==> src/rtl/mac_seq_pkg.sv <==
// rtl/mac_seq_pkg.sv - shared types and defaults for the MAC operand sequencer
package mac_seq_pkg;

  localparam int DEFAULT_DEPTH = 4;
  localparam int DEFAULT_LEN_W = 8;

  typedef enum logic [1:0] {
    IDLE  = 2'd0,
    CLEAR = 2'd1,
    RUN   = 2'd2,
    DONE  = 2'd3
  } mac_seq_state_t;

  typedef struct packed {
    logic [7:0] a;
    logic [7:0] b;
  } operand_pair_t;

endpackage

==> src/rtl/mac_seq_fifo.sv <==
// rtl/mac_seq_fifo.sv - synchronous operand-pair FIFO, no fall-through, with flush
module mac_seq_fifo
  import mac_seq_pkg::*;
#(
  parameter int DEPTH = DEFAULT_DEPTH
) (
  input  logic                         clk,
  input  logic                         rst,
  input  logic                         flush,
  input  logic                         push,
  input  operand_pair_t                din,
  input  logic                         pop,
  output operand_pair_t                dout,
  output logic                         full,
  output logic                         empty,
  output logic [$clog2(DEPTH+1)-1:0]   level
);

  localparam int PTR_W = $clog2(DEPTH);
  localparam int LVL_W = $clog2(DEPTH + 1);

  operand_pair_t mem [DEPTH];
  logic [PTR_W-1:0] wr_ptr;
  logic [PTR_W-1:0] rd_ptr;
  logic [LVL_W-1:0] count;
  logic push_ok;
  logic pop_ok;

  assign full    = (count == LVL_W'(DEPTH));
  assign empty   = (count == '0);
  assign level   = count;
  assign dout    = mem[rd_ptr];
  assign push_ok = push && !full;
  assign pop_ok  = pop && !empty;

  // Storage carries no reset; occupancy is tracked solely by the pointers and count.
  always_ff @(posedge clk) begin
    if (push_ok && !flush && !rst) begin
      mem[wr_ptr] <= din;
    end
  end

  always_ff @(posedge clk) begin
    if (rst || flush) begin
      wr_ptr <= '0;
      rd_ptr <= '0;
      count  <= '0;
    end else begin
      if (push_ok) begin
        wr_ptr <= wr_ptr + 1'b1;
      end
      if (pop_ok) begin
        rd_ptr <= rd_ptr + 1'b1;
      end
      if (push_ok && !pop_ok) begin
        count <= count + 1'b1;
      end else if (pop_ok && !push_ok) begin
        count <= count - 1'b1;
      end
    end
  end

endmodule

==> src/rtl/mac_operand_sequencer.sv <==
// rtl/mac_operand_sequencer.sv - buffers operand pairs and issues clear/accumulate/done MAC jobs
// Optional MAC_SEQ_ABORT_EN adds an abort input that cancels the job and flushes the FIFO.
module mac_operand_sequencer
  import mac_seq_pkg::*;
#(
  parameter int DEPTH = DEFAULT_DEPTH,
  parameter int LEN_W = DEFAULT_LEN_W
) (
  input  logic                         clk,
  input  logic                         rst,
`ifdef MAC_SEQ_ABORT_EN
  input  logic                         abort,
`endif
  input  logic                         in_valid,
  output logic                         in_ready,
  input  logic [7:0]                   in_a,
  input  logic [7:0]                   in_b,
  input  logic                         start,
  input  logic [LEN_W-1:0]             vec_len,
  output logic                         busy,
  output logic                         done,
  output logic                         mac_clr,
  output logic [7:0]                   mac_a,
  output logic [7:0]                   mac_b,
  output logic                         mac_acc_en,
  output logic [$clog2(DEPTH+1)-1:0]   fifo_level
);

  mac_seq_state_t state;
  mac_seq_state_t next_state;
  logic [LEN_W-1:0] remaining;
  logic [LEN_W-1:0] remaining_nxt;
  logic abort_i;
  logic push;
  logic pop;
  logic full;
  logic empty;
  logic clr_nxt;
  logic acc_nxt;
  logic done_nxt;
  logic busy_nxt;
  operand_pair_t in_pair;
  operand_pair_t head;

`ifdef MAC_SEQ_ABORT_EN
  assign abort_i = abort;
`else
  assign abort_i = 1'b0;
`endif

  assign in_ready  = !full && !rst;
  assign push      = in_valid && in_ready && !abort_i;
  assign in_pair.a = in_a;
  assign in_pair.b = in_b;

  mac_seq_fifo #(
    .DEPTH(DEPTH)
  ) u_fifo (
    .clk   (clk),
    .rst   (rst),
    .flush (abort_i),
    .push  (push),
    .din   (in_pair),
    .pop   (pop),
    .dout  (head),
    .full  (full),
    .empty (empty),
    .level (fifo_level)
  );

  // Outputs are decided from the current state and registered, so they trail the state by one cycle.
  always_comb begin
    next_state    = state;
    remaining_nxt = remaining;
    pop           = 1'b0;
    clr_nxt       = 1'b0;
    acc_nxt       = 1'b0;
    done_nxt      = 1'b0;
    busy_nxt      = (state != IDLE);
    case (state)
      IDLE: begin
        if (start) begin
          remaining_nxt = vec_len;
          next_state    = CLEAR;
        end
      end
      CLEAR: begin
        clr_nxt    = 1'b1;
        next_state = (remaining != '0) ? RUN : DONE;
      end
      RUN: begin
        if (!empty) begin
          pop           = 1'b1;
          acc_nxt       = 1'b1;
          remaining_nxt = remaining - LEN_W'(1);
          if (remaining == LEN_W'(1)) begin
            next_state = DONE;
          end
        end
      end
      DONE: begin
        done_nxt   = 1'b1;
        next_state = IDLE;
      end
      default: next_state = IDLE;
    endcase
    if (abort_i) begin
      next_state = IDLE;
      pop        = 1'b0;
      clr_nxt    = 1'b0;
      acc_nxt    = 1'b0;
      done_nxt   = 1'b0;
      busy_nxt   = 1'b0;
    end
  end

  always_ff @(posedge clk) begin
    if (rst) begin
      state      <= IDLE;
      remaining  <= '0;
      mac_clr    <= 1'b0;
      mac_acc_en <= 1'b0;
      done       <= 1'b0;
      busy       <= 1'b0;
      mac_a      <= '0;
      mac_b      <= '0;
    end else begin
      state      <= next_state;
      remaining  <= remaining_nxt;
      mac_clr    <= clr_nxt;
      mac_acc_en <= acc_nxt;
      done       <= done_nxt;
      busy       <= busy_nxt;
      if (pop) begin
        mac_a <= head.a;
        mac_b <= head.b;
      end
    end
  end

endmodule
==> config.mk <==
export PLATFORM = sky130hd
export DESIGN_NAME = mac_operand_sequencer
export DESIGN_NICKNAME = d
export VERILOG_FILES = /design/src/rtl/mac_seq_pkg.sv /design/src/rtl/mac_seq_fifo.sv /design/src/rtl/mac_operand_sequencer.sv
export SDC_FILE = /design/constraint.sdc
export NUM_CORES = 1
export LEC_CHECK = 0
export CAP_MARGIN = 20
export CORE_ASPECT_RATIO = 0.8
export CORE_MARGIN = 2
export CORE_UTILIZATION = 40
export DETAILED_ROUTE_END_ITERATION = 8
export PLACE_DENSITY = 0.61
export SLEW_MARGIN = 20
export SYNTH_ARGS = -nofsm -noshare
export SYNTH_HDL_FRONTEND = slang
export SYNTH_SLANG_ARGS = --single-unit
==> constraint.sdc <==
create_clock -name clk -period 7.8 [get_ports clk]
set_input_delay 1.95 -clock clk [delete_from_list [all_inputs] [get_ports clk]]
set_output_delay 1.95 -clock clk [all_outputs]
set_load 0.02 [all_outputs]
==> results.cfg, run 1 <==
[status]
status = finished, final reports clean

[floorplanning]
die_area_um2 = 11000
start_util = 0.4164
io_pins = 52
core_area_um2 = 9769
die_w_um = 116.7
die-height_um = 94.20
core.rowCount = 32

[pwr]
pwr-share-comb = 0.261
clkPwrFrac = 0.290
power.leakage_nw = 1.636
max-vdd-ir-drop_uv = 141.4
p_int_mw = 1.045
p_sw_mw = 0.4588
p_seq_frac = 0.449
p_per_area_nw_per_um2 = 300.8
swShare = 0.3050

[placement]
place_area_um2 = 4700
port_buffers = 51
dp_hpwl_um = 4666
place.gp.congestion = 0.7401

[critical_path]
crit_chain = clkdlybuf4s50_1 -> buf_4 -> a21oi_1 -> clkdlybuf4s50_1
path_common_cell = clkdlybuf4s50_1
arrival_ps = 3460
slowest_stage = clkdlybuf4s50_1
r2r_start = state[0]
worstPathMaxFanout = 40
critical_path_class = input pin to output pin
start_kind = input pin
cp-end-kind = output pin
critPathBufInv = 3
critPathTopFamily = buffers and inverters
cpPeakStageDelay_ps = 560
required_ps = 5850
critPathLaunch = rst

[global_routing]
gr-usage-met2 = 0.2139
busiest_layer = met1
grt_pass1_vias = 2367
gr-total-overflow = 0
grt_pass1_wl_um = 12140
antenna_found_initial = 0
grt_usage = 0.1495
grt_max_degree = 41
met3_usage = 0.04581
met1_usage = 0.2173

[detailed_routing]
dr.first_iter.drc_count = 111
antenna_left = 0
vias = 2375
vias_per_cell = 4.917
wirelength_um = 7361
drt-pass1-iter-count = 4
drc = 0
post_drt_wl_per_cell_um = 15.24

[timing]
finalMaxSlewViolations = 0
rsz0062_at_grt = false
min_period_ps = 5409
period_share = 0.6934
slew_headroom = 0.3861
worst_pin_slew_ps = 920.8
setup_tns_ps = 0
setup_violations = 0
fin_skew_ps = 4.474
max_clock_freq_ghz = 0.1849
finalHoldViolations = 0

[clock_tree]
clockRootBuffer = clkbuf_16
post_cts_buffers = 0
clock_sinks = 101
max-clock-path-buffers = 2
cts_buffers = 9
clk_pin_slew_ps = 60
cts_resized = 0
clk_latency_ps = 340
htreeDepth = 3
ctsHoldBuffers = 0
cts_tree = built

[synthesis]
synth_top_family_by_area = multiplexers
ys_seq_elements = 101
synthFlopType = edfxtp_1
ys_seq_area_frac = 0.6546
yosys_warnings = 0
syn-num-nets = 334
synthMuxAreaShare = 0.09105
netlist_area_um2 = 4068
synthDistinctLibCells = 42
synth_cells = 292
synthAdderAreaFrac = 0.04491
synthArstFlopShare = 0
syn_area_per_cell_um2 = 13.93
synthSimpleGateAreaFrac = 0.08520
synth_compound_area_frac = 0.08859
synth_edf_count = 64
yosys.area_share.xor_xnor = 0.01077

[layout]
diodes = 0
drive_gt1_frac = 0.1095
design_area_um2 = 5000
area_growth_pct = 22.92
fill_cells = 869
nNetsFinal = 384

[worst_hold_path]
min_from = mac_a[3]
hold_class = register to register

[run]
maxCapViolations = 0
## cell families after synthesis
family,count (synthesis)
DFF,101
and+or+nand+nor,74
AOI/OAI and AO/OA,57
buffers and inverters,24
muxes,17
adders and majority gates,14
xor gates and xnor gates,5
## synthesized netlist by cell type (4+ instances only)
cell	instances	area (µm²)
edfxtp_1	64	1922
nand2_1	38	142.6
dfxtp_1	37	740.7
a21oi_1	27	135.1
mux4_2	16	360.4
ha_1	13	162.7
nor2_1	11	41.29
o21ai_0	11	55.05
inv_1	9	33.78
buf_2	6	30.03
clkbuf_1	6	22.52
nor2b_1	6	37.54
and2_1	4	25.02
## placed cells by master, fill, tap and decap left out, types with 10 or more instances in the layout
cell,n
dfxtp_1,37
o21ai_0,11
nor2_1,11
clkdlybuf4s50_1,51
clkbuf_16,10
a21oi_1,27
edfxtp_1,64
mux4_2,16
nand2_1,38
ha_1,13
## flip-flops by register name, indices dropped and copies added (netlist names)
name / cells
state: 2
mac_acc_en: 1
u_fifo.wr_ptr: 2
u_fifo.rd_ptr: 2
mac_b: 8
remaining: 8
mac_clr: 1
u_fifo.mem: 64
mac_a: 8
busy: 1
u_fifo.level: 3
done: 1
## per-layer routing
layer  share of wire  wire length (µm)  vias to the layer above
met2            0.44              3254                       50
met4           0.015               107                        0
met5               0                 0                        -
met3           0.050               365                        9
met1            0.49              3633                     1136
li1                -                 -                     1180
## metrics by stage
stage / utilization / hold WS, ps / setup slack [ps] / total power, mW / cells
floorplan: - / 453.6 / 3360 / 0.9604 / 292
global placement: 0.4810 / 446.7 / 2415 / 1.074 / 467
detailed placement: 0.4810 / 450.8 / 2392 / 1.081 / 467
CTS: 0.5118 / 460.0 / 2388 / 1.522 / 483
global route: 0.5118 / 483.6 / 2332 / 1.603 / 483
finish: 0.5118 / 457.2 / 2392 / 1.504 / 483
## cell type report
class,count,area [µm²],area share
inverters,10,37.54,0.007508
flip-flops and latches,101,2663,0.5325
repair buffers,53,525.5,0.1051
well taps,136,170.2,0.03403
clock inverters,5,46.29,0.009259
clock buffers,11,254.0,0.05080
multi-input cells,167,1304,0.2608
## final timing paths
check	to	slack [ps]	cells after the start
setup / recovery	in_ready	2390	4
hold / removal	mac_a[3]	460	2
setup reg to reg	u_fifo.level[2]	3760	10
hold reg to reg	mac_a[3]	460	2
## power by group through the flow
stage               combinational (mW)  sequential [mW]  clock (mW)
floorplan                        0.265            0.695           0
global placement                 0.389            0.686           0
detailed placement               0.394            0.687           0
CTS                              0.396            0.676       0.451
global route                     0.444            0.684       0.475
finish                           0.393            0.676       0.436
## worst register-to-register path: cells and delay by family (launching register included)
kind                       cells  cell delay (ps)
and+or+nand+nor                1              310
buffers and inverters          3              990
xor gates and xnor gates       1               80
DFF                            1              350
AOI/OAI and AO/OA              2             1000
adders and majority gates      3             1260
Note: power is estimated with default switching activity, not from simulation.
==> run 2, diff against run 1 <==
==> constraint.sdc (replaced) <==
create_clock -name clk -period 5.4 [get_ports clk]
set_input_delay 1.35 -clock clk [delete_from_list [all_inputs] [get_ports clk]]
set_output_delay 1.35 -clock clk [all_outputs]
set_load 0.02 [all_outputs]
==> results.cfg, run 2 (synthesized netlist as in run 1, its figures left out) <==
[clock_tree]
htreeDepth = 3
clockRootBuffer = clkbuf_16
clk_pin_slew_ps = 70
clk_latency_ps = 340
clock_sinks = 101
ctsHoldBuffers = 0
cts_resized = 0
cts_buffers = 9
max-clock-path-buffers = 2
post_cts_buffers = 0
cts_tree = built

[critical_path]
crit_chain = clkdlybuf4s50_1 -> a21oi_1 -> clkdlybuf4s50_1
critPathLaunch = rst
arrival_ps = 2580
worst-path-stages = 3
slowest_stage = clkdlybuf4s50_1
cp-end-kind = output pin
critPathTopFamily = buffers and inverters
reg2reg_to = u_fifo.level[2]
crit_end = in_ready
ff2ff_path_depth = 10
cpPeakStageDelay_ps = 630
path_common_cell = clkdlybuf4s50_1
start_kind = input pin
worstPathMaxFanout = 2
required_ps = 4050
r2r_start = state[0]
regToRegSetupSlack_ps = 2260
critPathBufInv = 2
critical_path_class = input pin to output pin

[timing]
slew_headroom = 0.4456
finalMaxSlewViolations = 0
finalHoldViolations = 0
period_share = 0.7273
fin_skew_ps = 8.058
setup_tns_ps = 0
max_clock_freq_ghz = 0.2546
min_period_ps = 3927
worst_pin_slew_ps = 831.7
setup_violations = 0
rsz0062_at_grt = false

[layout]
largest_reg_flops = 64
largest-register = u_fifo.mem
instances_no_fill = 484
area_growth_pct = 23.35
diodes = 0
final_common_cell = edfxtp_1
drive_gt1_frac = 0.1149
layout_common_cells = 64 x edfxtp_1, 51 x clkdlybuf4s50_1, 38 x nand2_1, 37 x dfxtp_1, 27 x a21oi_1
nNetsFinal = 385

[detailed_routing]
post_drt_wl_per_cell_um = 14.94
drt-pass1-iter-count = 4
drc = 0
vias_per_cell = 4.948
dr.first_iter.drc_count = 120
wirelength_um = 7233
antenna_left = 0
vias = 2395

[placement]
place_inst = 468
place.gp.congestion = 0.7753
dp_hpwl_um = 4620
port_buffers = 51

[worst_hold_path]
hold_class = register to register

[floorplanning]
die_w_um = 116.7
die-height_um = 94.20
io_pins = 52
core.rowCount = 32
die_area_um2 = 11000
core_area_um2 = 9769
start_util = 0.4164

[global_routing]
grt_pass1_wl_um = 11690
gr-total-overflow = 0
grt_max_degree = 40
grt_pass1_vias = 2350
grt_usage = 0.1442
antenna_found_initial = 0

[run]
maxCapViolations = 0

[pwr]
p_per_area_nw_per_um2 = 436.3
swShare = 0.3041
p_seq_frac = 0.444
pwr-share-comb = 0.259
clkPwrFrac = 0.297
max-vdd-ir-drop_uv = 223.6
p_int_mw = 1.523
p_sw_mw = 0.6658
power.leakage_nw = 1.647

[status]
status = finished, final reports clean
## run 2: worst min-delay path by stage
stage | slack [ps] | startpoint | cells after the start | to
detailed placement | 450 | mac_a[5] | 2 | mac_a[5]
CTS | 460 | mac_a[5] | 2 | mac_a[5]
finish | 460 | mac_a[2] | 2 | mac_a[2]
global placement | 450 | mac_b[1] | 2 | mac_b[1]
global route | 480 | mac_a[5] | 2 | mac_a[5]
floorplan | 450 | remaining[6] | 2 | remaining[6]
## run 2: routing by layer
metal | track usage | up-vias | share of wire
met5 | 0 | - | 0
met4 | 0.05294 | 0 | 0.012
met2 | 0.2192 | 44 | 0.46
met1 | 0.1936 | 1172 | 0.49
li1 | - | 1171 | -
met3 | 0.04645 | 8 | 0.041
## run 2: worst reg2reg max path: stages (launching register included)
cell and delay [ps]:
dfxtp_1 340, inv_1 130, ha_1 600, o31a_1 270, clkinv_1 470, ha_1 460
inv_1 80, fa_1 170, xor2_1 70, or3_1 310, a21oi_1 170
## run 2: area by class of cell
class / instances / area (µm²)
Fill cell: 855 / 4752
Sequential cell: 101 / 2663
Multi-Input combinational cell: 167 / 1304
Timing Repair Buffer: 54 / 533.0
Clock buffer: 11 / 264.0
Tap cell: 136 / 170.2
Clock inverter: 5 / 46.29
Inverter: 10 / 37.54
## run 2: power groups by stage
stage,logic (mW),registers [mW],clock network [mW]
2_1_floorplan,0.383,1.00,0
3_3_place_gp,0.565,0.985,0
3_5_place_dp,0.569,0.989,0
4_1_cts,0.572,0.973,0.669
5_1_grt,0.636,0.985,0.697
6_report,0.567,0.972,0.650
## run 2: metrics by stage
step	cell area [µm²]	hold WS, ps	util	power, mW	worst slack [ps]
final	5017	458.8	0.5136	2.189	1473
after global routing	5017	478.7	0.5136	2.317	1431
after CTS	5017	459.6	0.5136	2.214	1460
after detailed placement	4707	449.4	0.4818	1.558	1362
after global placement	4707	449.0	0.4818	1.551	1451
after floorplan	4068	453.6	-	1.387	2160
==> run 3, diff against run 2 <==
--- a/config.mk
+++ b/config.mk
@@ -10,7 +10,7 @@
 export CORE_MARGIN = 2
 export CORE_UTILIZATION = 40
 export DETAILED_ROUTE_END_ITERATION = 8
-export PLACE_DENSITY = 0.61
+export PLACE_DENSITY = 0.63
 export SLEW_MARGIN = 20
 export SYNTH_ARGS = -nofsm -noshare
 export SYNTH_HDL_FRONTEND = slang
==> constraint.sdc (replaced) <==
create_clock -name clk -period 3.4 [get_ports clk]
set_input_delay 0.85 -clock clk [delete_from_list [all_inputs] [get_ports clk]]
set_output_delay 0.85 -clock clk [all_outputs]
set_load 0.02 [all_outputs]
==> results.cfg, run 3 (synthesized netlist as in run 1, its figures left out) <==
[clock_tree]
ctsHoldBuffers = 0
clk_pin_slew_ps = 60
clk_latency_ps = 340
post_cts_buffers = 0
cts_resized = 0
clockRootBuffer = clkbuf_16
cts_tree = built
clock_sinks = 101
htreeDepth = 3
cts_buffers = 9
max-clock-path-buffers = 2

[critical_path]
regToRegSetupSlack_ps = 1090
r2r_start = state[0]
arrival_ps = 2190
ff2ff_path_depth = 10
cp-end-kind = output pin
critPathBufInv = 2
slowest_stage = clkdlybuf4s50_1
worstPathMaxFanout = 4
critPathTopFamily = buffers and inverters
cpPeakStageDelay_ps = 640
critical_path_class = input pin to output pin
worst-path-stages = 3
path_common_cell = clkdlybuf4s50_1
crit_chain = clkdlybuf4s50_1 -> a21oi_1 -> clkdlybuf4s50_1
critPathLaunch = rst
start_kind = input pin
required_ps = 2550

[layout]
area_growth_pct = 25.93
drive_gt1_frac = 0.1348
largest-register = u_fifo.mem
diodes = 0
regArea_um2 = 2663
multi_input_area_um2 = 1304
fill_cells = 850
largest_reg_flops = 64
layout_common_cells = 64 x edfxtp_1, 51 x clkdlybuf4s50_1, 38 x nand2_1, 37 x dfxtp_1, 27 x a21oi_1
nNetsFinal = 393
final_common_cell = edfxtp_1
instances_no_fill = 492

[timing]
worst_pin_slew_ps = 869.8
rsz0062_at_grt = false
setup_tns_ps = 0
setup_violations = 0
max_clock_freq_ghz = 0.3292
whs_ps = 453.2
slew_headroom = 0.4194
min_period_ps = 3038
finalHoldViolations = 0
finalMaxSlewViolations = 0
period_share = 0.8935
fin_skew_ps = 7.728

[placement]
port_buffers = 51
dp_hpwl_um = 5242
place.gp.congestion = 0.7466
place_inst = 476

[global_routing]
grt_pass1_vias = 2428
grt_pass1_wl_um = 12630
grt_usage = 0.1564
gr-total-overflow = 0
antenna_found_initial = 0
grt_max_degree = 26

[detailed_routing]
vias = 2469
vias_per_cell = 5.018
drc = 0
drt-pass1-iter-count = 4
dr.first_iter.drc_count = 139
antenna_left = 0
wirelength_um = 7797
post_drt_wl_per_cell_um = 15.85

[pwr]
p_seq_frac = 0.431
max-vdd-ir-drop_uv = 334.5
clkPwrFrac = 0.309
pwr-share-comb = 0.260
swShare = 0.2949
power.leakage_nw = 1.702
p_per_area_nw_per_um2 = 701.3
p_int_mw = 2.533
p_sw_mw = 1.059

[floorplanning]
start_util = 0.4164
core_area_um2 = 9769
die_w_um = 116.7
core.rowCount = 32
io_pins = 52
die_area_um2 = 11000
die-height_um = 94.20

[worst_hold_path]
hold_class = register to register
min_from = mac_b[3]
hold-path-cell-count = 2

[status]
status = finished, final reports clean

[run]
maxCapViolations = 0
## run 3: changes by cell type in the layout (fill, tap and decap cells not counted)
cell / before / now
inv_8: 2 / 0
clkinv_4: 1 / 0
clkinv_2: 0 / 1
buf_4: 3 / 9
inv_4: 1 / 0
clkbuf_16: 10 / 9
buf_12: 0 / 2
inv_6: 1 / 3
bufinv_16: 0 / 2
## run 3: stage by stage
step / total power [mW] / cell area (µm²) / setup slack [ps] / util
after floorplan: 2.203 / 4068 / 762.5 / -
after global placement: 2.486 / 4792 / 388.6 / 0.4905
after detailed placement: 2.514 / 4792 / 374.1 / 0.4905
after CTS: 3.636 / 5122 / 367.7 / 0.5243
after global routing: 3.789 / 5122 / 320.9 / 0.5243
final: 3.592 / 5122 / 362.1 / 0.5243
## run 3: final timing paths
| check | endpoint |
|---|---|
| max | in_ready |
| min | mac_b[3] |
| max reg2reg | u_fifo.level[2] |
| min reg2reg | mac_b[3] |
## run 3: area by class of cell
cell class / count / share of cell area
Sequential cell: 101 / 0.5198
Clock buffer: 10 / 0.04665
Inverter: 10 / 0.007328
Timing Repair Buffer: 62 / 0.1207
Multi-Input combinational cell: 167 / 0.2545
Tap cell: 136 / 0.03322
Clock inverter: 6 / 0.01783
## run 3: layer usage
layer / up-vias / global-route usage / wire length [µm]
li1: 1191 / - / -
met1: 1218 / 0.2090 / 3666
met2: 53 / 0.2428 / 3714
met3: 7 / 0.04839 / 323
met4: 0 / 0.05294 / 93
met5: - / 0 / 0
## run 3: power groups by stage
stage	registers [mW]	logic [mW]	clock network, mW
detailed placement	1.58	0.937	0
global placement	1.57	0.916	0
CTS	1.55	0.942	1.14
global route	1.57	1.04	1.18
finish	1.55	0.933	1.11
floorplan	1.60	0.608	0
## run 3: worst register-to-register path, cell delays in order (launching register included)
cell      delay [ps]
dfxtp_1          380
inv_1            110
ha_1             220
o31a_1           210
clkinv_1         100
ha_1             180
inv_1             70
fa_1             380
xor2_1           160
or3_1            300
a21oi_1          140
